File: config.mk
export PLATFORM = sky130hd
export DESIGN_NAME = aes_block_feeder
export DESIGN_NICKNAME = d
export VERILOG_FILES = /design/src/rtl/aes_pkg.sv /design/src/rtl/aes_word_packer.sv /design/src/rtl/aes_block_feeder.sv
export SDC_FILE = /design/constraint.sdc
export NUM_CORES = 1
export LEC_CHECK = 0
export ABC_CLOCK_PERIOD_IN_PS = 3500
export BUFFER_PORTS_ARGS = -buffer_cell sky130_fd_sc_hd__buf_2
export CORE_AREA = 8 8 309 311
export DETAILED_ROUTE_END_ITERATION = 10
export DIE_AREA = 0 0 317 319
export SLEW_MARGIN = 20
export SYNTH_ARGS = -nofsm -noshare
export SYNTH_HDL_FRONTEND = slang
export SYNTH_HIERARCHICAL = 1
export SYNTH_SLANG_ARGS = --single-unit
File: constraint.sdc
create_clock -name clk -period 3.5 [get_ports clk]
set_input_delay 0.35 -clock clk [delete_from_list [all_inputs] [get_ports clk]]
set_output_delay 0.35 -clock clk [all_outputs]
set_load 0.1 [all_outputs]
File: src/rtl/aes_pkg.sv
// Shared widths, feeder state encoding and the CBC chaining helper for the
// AES block feeder and its word packer.
package aes_pkg;

    localparam int BLOCK_W         = 128;
    localparam int WORD_W          = 32;
    localparam int WORDS_PER_BLOCK = 4;
    localparam int WORD_CNT_W      = $clog2(WORDS_PER_BLOCK);

    typedef enum logic [1:0] {
        FILL = 2'd0,
        LOAD = 2'd1,
        WAIT = 2'd2,
        OUT  = 2'd3
    } feeder_state_t;

    function automatic logic [BLOCK_W-1:0] chain_mix(input logic [BLOCK_W-1:0] block,
                                                     input logic [BLOCK_W-1:0] chain);
        return block ^ chain;
    endfunction

endpackage

File: src/rtl/aes_word_packer.sv
// Collects four 32-bit words into one 128-bit block, word 0 in the MSBs.
// The block output already includes the word being accepted this cycle.
module aes_word_packer
    import aes_pkg::*;
(
    input  logic                  clk,
    input  logic                  reset,
    input  logic                  accept,
    input  logic [WORD_W-1:0]     data,
    output logic [WORD_CNT_W-1:0] word_cnt,
    output logic [BLOCK_W-1:0]    block,
    output logic                  block_done
);

    logic [WORD_CNT_W-1:0]     cnt_r;
    logic [BLOCK_W-WORD_W-1:0] shift_r;

    // Word counter wraps to 0 after the last word, ready for the next block
    always_ff @(posedge clk or negedge reset) begin
        if (!reset) begin
            cnt_r   <= {WORD_CNT_W{1'b0}};
            shift_r <= {(BLOCK_W-WORD_W){1'b0}};
        end else if (accept) begin
            cnt_r   <= cnt_r + WORD_CNT_W'(1);
            shift_r <= {shift_r[BLOCK_W-2*WORD_W-1:0], data};
        end else begin
            cnt_r   <= cnt_r;
            shift_r <= shift_r;
        end
    end

    assign word_cnt   = cnt_r;
    assign block      = {shift_r, data};
    assign block_done = accept && (cnt_r == WORD_CNT_W'(WORDS_PER_BLOCK - 1));

endmodule

File: src/rtl/aes_block_feeder.sv
// Stream front-end for the Encrypt core: packs words, loads the core, waits
// out its latency and presents the ciphertext. AES_BLOCK_FEEDER_CBC_EN adds CBC.
module aes_block_feeder
    import aes_pkg::*;
#(
    parameter int LATENCY = 11
) (
    input  logic               clk,
    input  logic               reset,
    input  logic               s_valid,
    output logic               s_ready,
    input  logic [WORD_W-1:0]  s_data,
    input  logic               s_first,
    input  logic [BLOCK_W-1:0] key,
    input  logic [BLOCK_W-1:0] iv,
    output logic               enc_enable,
    output logic [BLOCK_W-1:0] enc_plaintext,
    output logic [BLOCK_W-1:0] enc_key,
    input  logic [BLOCK_W-1:0] enc_ciphertext,
    output logic               m_valid,
    input  logic               m_ready,
    output logic [BLOCK_W-1:0] m_data,
    output logic               busy
);

    localparam int CNT_W = $clog2(LATENCY);

    feeder_state_t         state_r;
    logic [CNT_W-1:0]      count_r;
    logic                  s_ready_r;
    logic                  enc_enable_r;
    logic                  busy_r;
    logic                  m_valid_r;
    logic [BLOCK_W-1:0]    enc_plaintext_r;
    logic [BLOCK_W-1:0]    enc_key_r;
    logic [BLOCK_W-1:0]    m_data_r;

    logic                  accept_s;
    logic [WORD_CNT_W-1:0] word_cnt_s;
    logic [BLOCK_W-1:0]    block_s;
    logic                  block_done_s;
    logic [BLOCK_W-1:0]    plain_s;
    logic                  capture_s;

    assign accept_s  = s_valid && s_ready_r;
    assign capture_s = (state_r == WAIT) && (count_r == {CNT_W{1'b0}});

    aes_word_packer u_packer (
        .clk        (clk),
        .reset      (reset),
        .accept     (accept_s),
        .data       (s_data),
        .word_cnt   (word_cnt_s),
        .block      (block_s),
        .block_done (block_done_s)
    );

`ifdef AES_BLOCK_FEEDER_CBC_EN
    logic [BLOCK_W-1:0] chain_r;

    assign plain_s = chain_mix(block_s, chain_r);

    // Chain starts from iv on a chain's first word, else follows the last result
    always_ff @(posedge clk or negedge reset) begin
        if (!reset) begin
            chain_r <= {BLOCK_W{1'b0}};
        end else if (accept_s && (word_cnt_s == {WORD_CNT_W{1'b0}}) && s_first) begin
            chain_r <= iv;
        end else if (capture_s) begin
            chain_r <= enc_ciphertext;
        end else begin
            chain_r <= chain_r;
        end
    end
`else
    logic unused_s;

    assign plain_s  = block_s;
    assign unused_s = ^{iv, s_first, word_cnt_s};
`endif

    // Block sequencing FSM; every output is a register updated on transitions
    always_ff @(posedge clk or negedge reset) begin
        if (!reset) begin
            state_r         <= FILL;
            count_r         <= {CNT_W{1'b0}};
            s_ready_r       <= 1'b1;
            enc_enable_r    <= 1'b1;
            busy_r          <= 1'b0;
            m_valid_r       <= 1'b0;
            enc_plaintext_r <= {BLOCK_W{1'b0}};
            enc_key_r       <= {BLOCK_W{1'b0}};
            m_data_r        <= {BLOCK_W{1'b0}};
        end else begin
            case (state_r)
                FILL: begin
                    if (block_done_s) begin
                        enc_plaintext_r <= plain_s;
                        enc_key_r       <= key;
                        s_ready_r       <= 1'b0;
                        busy_r          <= 1'b1;
                        state_r         <= LOAD;
                    end
                end
                LOAD: begin
                    // Enable drops here so the core starts its rounds next cycle
                    enc_enable_r <= 1'b0;
                    count_r      <= CNT_W'(LATENCY - 1);
                    state_r      <= WAIT;
                end
                WAIT: begin
                    if (capture_s) begin
                        m_data_r  <= enc_ciphertext;
                        m_valid_r <= 1'b1;
                        state_r   <= OUT;
                    end else begin
                        count_r <= count_r - CNT_W'(1);
                    end
                end
                OUT: begin
                    if (m_ready) begin
                        m_valid_r    <= 1'b0;
                        s_ready_r    <= 1'b1;
                        enc_enable_r <= 1'b1;
                        busy_r       <= 1'b0;
                        state_r      <= FILL;
                    end
                end
                default: begin
                    state_r      <= FILL;
                    s_ready_r    <= 1'b1;
                    enc_enable_r <= 1'b1;
                    busy_r       <= 1'b0;
                    m_valid_r    <= 1'b0;
                end
            endcase
        end
    end

    assign s_ready       = s_ready_r;
    assign enc_enable    = enc_enable_r;
    assign busy          = busy_r;
    assign m_valid       = m_valid_r;
    assign enc_plaintext = enc_plaintext_r;
    assign enc_key       = enc_key_r;
    assign m_data        = m_data_r;

endmodule

==> impl_results.md, run 1 <==
- Post-CTS setup buffer count: 0
- Sw power: roughly 2.6 mW
- Global placer's final weighted congestion: between 0.8 and 0.9
- Register bit total from synthesis: 492
- Post-synth EDFFs: 0
- Maxcap violations: 0
- Clock Path Buffers: 3
- Top cells by area, synth: dfrtp_1 (64%), mux2_2 (21%), mux2_4 (9.1%), buf_4 (1.3%), buf_12 (1.1%)
- Worst-path fanout max: 56
- Yosys top cell area share: between 60 and 70%
- Distinct cells, synth: 31
- Fillers: 8896
- Final worst slack: 979 ps
- Largest delay share family, worst path: simple AND/OR/NAND/NOR gates
- Worst EP arrival: 3010 ps
- RSZ-0062 raised after global routing: no
- Initial core utilization: 21.2%
- Clock network fraction of design power: 49.8%
- Worst-margin pin slew: 891 ps
- Worst path slowest cell: and4bb_4
- I/O pins: 809
- Post-route ant nets: 0
- Via/cell ratio: approximately 3.9
- Hold path cells: 2
- Outcome: finished clean
- R2R Setup Slk: approximately 980 ps
- Commonest cells post-synth: dfrtp_1 (490), mux2_2 (364), mux2_4 (117)
- TritonCTS clock tree: done
- Worst hold path type: in2reg
- Worst min-delay path endpoint: u_packer/shift_r[18]
- Die width: 317 um
- Layout cells sized above 1: 60.9%
- CP Cell Sequence: inv_1 -> ha_1 -> and4bb_4 -> buf_12 -> mux2_4
- Most numerous cell in the Yosys netlist: dfrtp_1
- # port buffers: 679
- Chip Height: 319 um
- Clock latency on the worst-skew pair: around 620 ps
- Clk slew on worst S/H paths: 60 ps
- Sw Share: 21.0%
- CP required: approximately 4000 ps
- Min Clock Period, post-route: around 2500 ps
- Cts bufs inserted: 56
- Crit path kind: reg2reg
- DRC Markers: 0
- Detailed placer's ending HPWL: around 47000 um
- Non-Filler Instances: 3315
- DR iter-0 viols: 690
- HP Start: s_data[18]
- Rel. slew slack: 40.6%
- Congestion Overflow GR: 0
- Total core area: a little over 90000 um2
- Clock Tree Root: clkbuf_16
- Crit path launch type: flip-flop
- Comb pwr share: 4.8%
- Largest area contributor in the netlist: dfrtp_1
- Seq pwr share: 45.4%
- Post-Syn Instances: 1109
- Num rows: about 110
- TNS Setup: 0 ps
- Fin. max-slew vios: 0
- Skew final: 16.8 ps
- Net Count, Synth: ~1500
- Placed Cells: 2920
- Vias in the first global route: ~15000
- Setup violators final: 0
- Cell-internal power: 9.90 mW
- Global-route wire length before repair: 94800 um
- Fmax: slightly below 400 MHz
- Wire length per cell: 19.2 um
- Critical R2R Capture: m_data[24]
- Initial DRT Pass Iterations: 4
- Reg2Reg Depth: 5
- CTS H-tree depth: 2
- Pwr Density: 436 nW/um2
- Antenna violations before repair: 12
- Via Count: 13000
- Critical path buffer and inverter count: 2
- Crit. End Element: flip-flop
- Worst R2R Start: state_r[0]
- Peak supply drop: 0.000359 V
- GRT Total Usage: 12.1%
- Synth-to-layout area growth: 49.2%
- Routed wire length: 63700 um
- Pre-CTS setup slack: around 1000 ps
- Fin crit share: between 70 and 80%
- Hold Violations, Final: 0
- NumNets Final: 2505
- Register area share after synthesis: between 60% and 70%
- Largest net degree at the start of global routing: ~100
- Post-synthesis async set-or-reset flop share: 100%
- Syn. warnings: 6
- Mean Syn Cell Area: 17.3 um2
- Crit-path max cell delay: 680 ps
- Area of the mapped netlist: 19200 um2
- LEAKAGE: 15.6 nW
- Die Area: between 100000 and 150000 um2
- Top_reg_cell synth: dfrtp_1
- Clk sinks: 492
## cell families after synthesis
group                      Yosys count  synth area share (%)
DFF                                492                  64.0
adders and majority gates            6                 0.390
buffers and inverters               94                  3.88
muxes                              484                  30.6
and+or+nand+nor                     18                 0.553
xor gates and xnor gates             1                0.0455
AOI/OAI and AO/OA                   14                 0.494
## flip-flops by register name, indices dropped and copies added (netlist names)
| signal | flops |
|---|---|
| u_packer/shift_r | 96 |
| m_data | 128 |
| u_packer/word_cnt | 2 |
| count_r | 4 |
| state_r | 2 |
| m_valid | 1 |
| busy | 1 |
| enc_key | 128 |
| enc_enable | 1 |
| enc_plaintext | 128 |
| s_ready | 1 |
## worst max path at each step
stage                          start                 to  slack, ps  cells past startpoint
final                     state_r[0]         m_data[24]        980                      5
after detailed placement  state_r[0]         m_data[92]       1000                      5
after floorplan              s_ready  enc_plaintext[59]       1000                      9
after global placement    state_r[0]         m_data[34]       1120                      5
after global routing      state_r[0]         m_data[10]        870                      5
after CTS                 state_r[0]         m_data[92]       1000                      5
## cell type report
class / instances / area, um2 / share of cell area [%]
antenna: 4 / 10.0 / 0.0349
tap: 1186 / 1480 / 5.17
inverter: 8 / 30.0 / 0.105
clock inverter: 23 / 319 / 1.11
multi-input combinational: 523 / 6180 / 21.5
clock buffer: 82 / 1690 / 5.89
timing repair buffer: 997 / 6670 / 23.3
sequential: 492 / 12300 / 42.9
## power by group through the flow
stage	registers [mW]	clock network (mW)	logic [mW]
after floorplan	5.79	0	0.0302
after global placement	5.79	0	0.338
after detailed placement	5.79	0	0.350
after CTS	5.69	6.47	0.612
after global routing	5.69	6.68	0.660
final	5.69	6.24	0.602
## metrics by stage
stage | instance area, um2 | utilization, % | power [mW] | hold WS (ps)
6_report | 28700 | 31.7 | 12.5 | 43.4
5_1_grt | 28700 | 31.6 | 13.0 | 16.2
4_1_cts | 28700 | 31.6 | 12.8 | 0.936
3_5_place_dp | 23800 | 26.3 | 6.14 | 482
3_3_place_gp | 23800 | 26.3 | 6.13 | 464
2_1_floorplan | 19200 | - | 5.82 | 54.4
## layer usage
layer	routed length (um)	GRT usage (%)	share of wire, %	vias up
li1	-	-	-	5824
met1	25400	14.3	40	6533
met2	29700	19.8	47	500
met3	6510	4.70	10	103
met4	2040	4.58	3.2	6
met5	32	0	0.050	-
## cell usage in the layout (no fill, tap or decap), types with 2 or more instances in the layout
master,n
a21oi_1,3
a31oi_1,2
buf_12,13
buf_2,678
buf_4,19
bufinv_16,7
clkbuf_1,8
clkbuf_16,57
clkbuf_8,17
clkinv_2,8
clkinv_4,3
dfrtp_1,490
dfstp_2,2
diode_2,4
dlygate4sd3_1,286
ha_1,6
inv_1,8
inv_6,4
mux2_2,364
mux2_4,117
mux2i_1,2
nand2_1,5
nand2b_1,2
nor2b_1,2
o21ai_0,5
## timing repair
action,CTS,global route
resized for setup,0,0
hold buffers,286,0
endpoints found under the hold margin,392,0
Power figures use the tool's default switching activity.
==> inputs of run 2 (changes only) <==
Settings changed: ABC_AREA set to 1, ABC_CLOCK_PERIOD_IN_PS 3500 to 2500, CORE_AREA 8 8 309 311 to 8 8 305 307, DIE_AREA 0 0 317 319 to 0 0 313 315.
Clock period 3.5 ns to 2.5 ns, I/O delays scaled along.
==> run 2 against run 1 <==
Via count rose by 15%. Largest cell class unchanged. Cell area rose by 1.6%. Die area fell by 2.5%. Utilization rose by 1.5 points.
==> impl_results.md, run 2 <==
- Post-synthesis xor/xnor area fraction: 0.0442% (-0.0014 points)
- Worst-path fanout max: 24 (-57%)
- Tot Pwr: 17.3 mW (+38%)
- CP required: 2970 ps (-1020 ps)
- Num rows: 109 (-1.8%)
- DRC Markers: 0 (unchanged)
- RSZ-0062 raised after global routing: no
- Commonest cells post-synth: dfrtp_1 (490), nand2_1 (447), mux2_4 (200)
- Cts bufs inserted: 56 (unchanged)
- Crit path kind: reg2reg
- Crit. End Element: flip-flop
- Wire length per cell: 17.9 um (-6.9%)
- GRT Total Usage: 13.1% (+0.95 points)
- Cts repair resizes: 0 (unchanged)
- HP Start: s_valid
- Post-Syn Instances: 1604 (+45%)
- Critical R2R Capture: enc_plaintext[82]
- Complex-gate fraction of the synthesized area: 3.40% (+2.9 points)
- Clock latency on the worst-skew pair: 610 ps (about the same)
- Net Count, Synth: 2031 (+32%)
- Initial core utilization: 22.5% (+1.3 points)
- Antenna violations before repair: 10 (-2)
- DR iter-0 viols: 1031 (+49%)
- Total core area: 88000 um2 (-3.0%)
- Clock Path Buffers: 3 (unchanged)
- Fmax: 488 MHz (+23%)
- Rel. slew slack: 54.5% (+14 points)
- Via Count: 14900 (+15%)
- Area of the mapped netlist: 19800 um2 (+3.1%)
- Worst EP arrival: 2520 ps (-490 ps)
- Fin crit share: 82.0% (+10 points)
- Post-route ant nets: 0 (unchanged)
- Most numerous cell in the Yosys netlist: dfrtp_1
- Syn. warnings: 6 (unchanged)
- Detailed placer's ending HPWL: 48000 um (+2.9%)
- # port buffers: 679 (unchanged)
- Largest area contributor in the netlist: dfrtp_1
- Global-route wire length before repair: 101000 um (+6.3%)
- Maxcap violations: 0 (unchanged)
- Post-CTS setup buffer count: 0 (unchanged)
- Clk sinks: 492 (unchanged)
- Routed wire length: 67500 um (+5.9%)
- Worst hold slack: 140 ps (+96.4 ps)
- I/O pins: 809 (unchanged)
- Crit path launch type: flip-flop
- Setup violators final: 0 (unchanged)
- Largest net degree at the start of global routing: 83 (-16%)
- Post-route cell area: 29200 um2 (+1.6%)
- Initial DRT Pass Iterations: 7 (+3)
- Commonest non-fill, non-tap cell in the layout: buf_2
- Yosys top cell area share: 61.8% (-1.9 points)
- Pwr Density: 594 nW/um2 (+36%)
- Top cells by area, synth: dfrtp_1 (62%), mux2_4 (15%), nand2_1 (8.5%), inv_1 (2.7%), o21ai_1 (2.5%)
- Vias in the first global route: 15900 (+7.3%)
- Hold Violations, Final: 0 (unchanged)
- Adder-cell share of the synthesized area: 0.379% (-0.012 points)
- Placed cell areas: 24400 um2 (+2.3%)
- Congestion Overflow GR: 0 (unchanged)
- Final worst slack: 449 ps (-530 ps)
- Largest family of logic cells by synthesized area: multiplexers
- Worst-margin pin slew: 682 ps (-209 ps)
- Min Clock Period, post-route: 2050 ps (-470 ps)
- Post-synthesis mux area share: 18.3% (-12 points)
- Skew final: 27.4 ps (+10.6 ps)
- Fin. max-slew vios: 0 (unchanged)
- Register bit total from synthesis: 492 (unchanged)
- Synth-to-layout area growth: 47.2%
- Hold buffer count at cts: 290 (+1.4%)
- Post-synth EDFFs: 0 (unchanged)
- Global placer's final weighted congestion: 0.833 (-4.2%)
- Clock Tree Root: clkbuf_16
- Die Area: 98600 um2 (-2.5%)
- Clk slew on worst S/H paths: 60 ps (about the same)
- TritonCTS clock tree: done
- R2R Setup Slk: 450 ps (-530 ps)
- Die width: 313 um (-1.3%)
- Simple-Gate Fraction of Synth Area: 8.89% (+8.3 points)
- Commonest cells after routing, fill and taps aside: buf_2 (678), dfrtp_1 (490), nand2_1 (447)
- Post-synthesis async set-or-reset flop share: 100% (unchanged)
- Mean Syn Cell Area: 12.4 um2 (-29%)
- Top_reg_cell synth: dfrtp_1
- Register area share after synthesis: 62.1% (-1.9 points)
- Worst R2R Start: state_r[0]
- Layout cells sized above 1: 39.6% (-21 points)
- LEAKAGE: 16.5 nW (+5.9%)
- Worst min-delay path endpoint: u_packer/shift_r[66]
- Peak supply drop: 0.000433 V (+21%)
- Reg2Reg Depth: 5 (unchanged)
- Distinct cells, synth: 24 (-23%)
- Worst hold path type: in2reg
- NumNets Final: 2987 (+19%)
- Chip Height: 315 um (-1.3%)
- CTS H-tree depth: 2 (unchanged)
- TNS Setup: 0 ps (unchanged)
- Pre-CTS setup slack: 442 ps (-562 ps)
- Outcome: finished clean
- Hold path cells: 6 (+4)
- Via/cell ratio: 3.94 (+0.78%)
[run 2: changes by cell type after synthesis, moves of 39 or more]
| cell | change |
|---|---|
| inv_1 | +134 |
| nand2_1 | +441 |
| mux2_4 | +83 |
| mux2_1 | +39 |
| mux2_2 | -348 |
| o21ai_1 | +100 |
[run 2: worst max-delay path: stages (launching register included)]
cell	delay, ps
dfrtp_1	400
inv_1	80
ha_1	300
nand2_8	300
buf_4	470
mux2_1	360
[run 2: worst max path at each step]
stage                    startpoint           endpoint  slack [ps]  depth (start not counted)
2_1_floorplan               s_ready         enc_key[0]         140                         11
5_1_grt        u_packer/word_cnt[0]  enc_plaintext[82]         310                          6
6_report                 state_r[0]  enc_plaintext[82]         450                          5
3_3_place_gp             state_r[0]  enc_plaintext[84]         480                          5
4_1_cts                  state_r[0]  enc_plaintext[82]         400                          5
3_5_place_dp             state_r[0]  enc_plaintext[85]         440                          5
[run 2: kinds of logic after synthesis]
group | count (synthesis)
DFF | 492
and+or+nand+nor | 463
muxes | 256
buffers and inverters | 252
AOI/OAI and AO/OA | 134
adders and majority gates | 6
xor gates and xnor gates | 1
[run 2: stage by stage]
| stage | instances | utilization (%) |
|---|---|---|
| finish | 3772 | 33.2 |
| global route | 3771 | 33.2 |
| CTS | 3768 | 33.2 |
| detailed placement | 3377 | 27.7 |
| global placement | 3377 | 27.7 |
| floorplan | 1604 | - |
[run 2: where the power goes]
| part | switching, mW | internal, mW |
|---|---|---|
| sequential | 0 | 7.96 |
| clock | 3.46 | 5.00 |
| combinational | 0.388 | 0.507 |
[run 2: area by class of cell]
type / instances / area, um2
diodes: 4 / 10.0
clock buffers: 78 / 1600
clock inverters: 23 / 289
fillers: 8681 / 58800
inverters: 143 / 542
multi-input cells: 860 / 6170
flip-flops and latches: 492 / 12300
well taps: 1165 / 1460
repair buffers: 1007 / 6780
[run 2: routing by layer]
| layer | up-vias | part of all wire (%) | track usage, % |
|---|---|---|---|
| met4 | 8 | 3.3 | 4.56 |
| li1 | 7003 | - | - |
| met3 | 124 | 9.5 | 5.17 |
| met2 | 547 | 45 | 20.6 |
| met1 | 7187 | 42 | 16.2 |
| met5 | - | 0.077 | 0 |
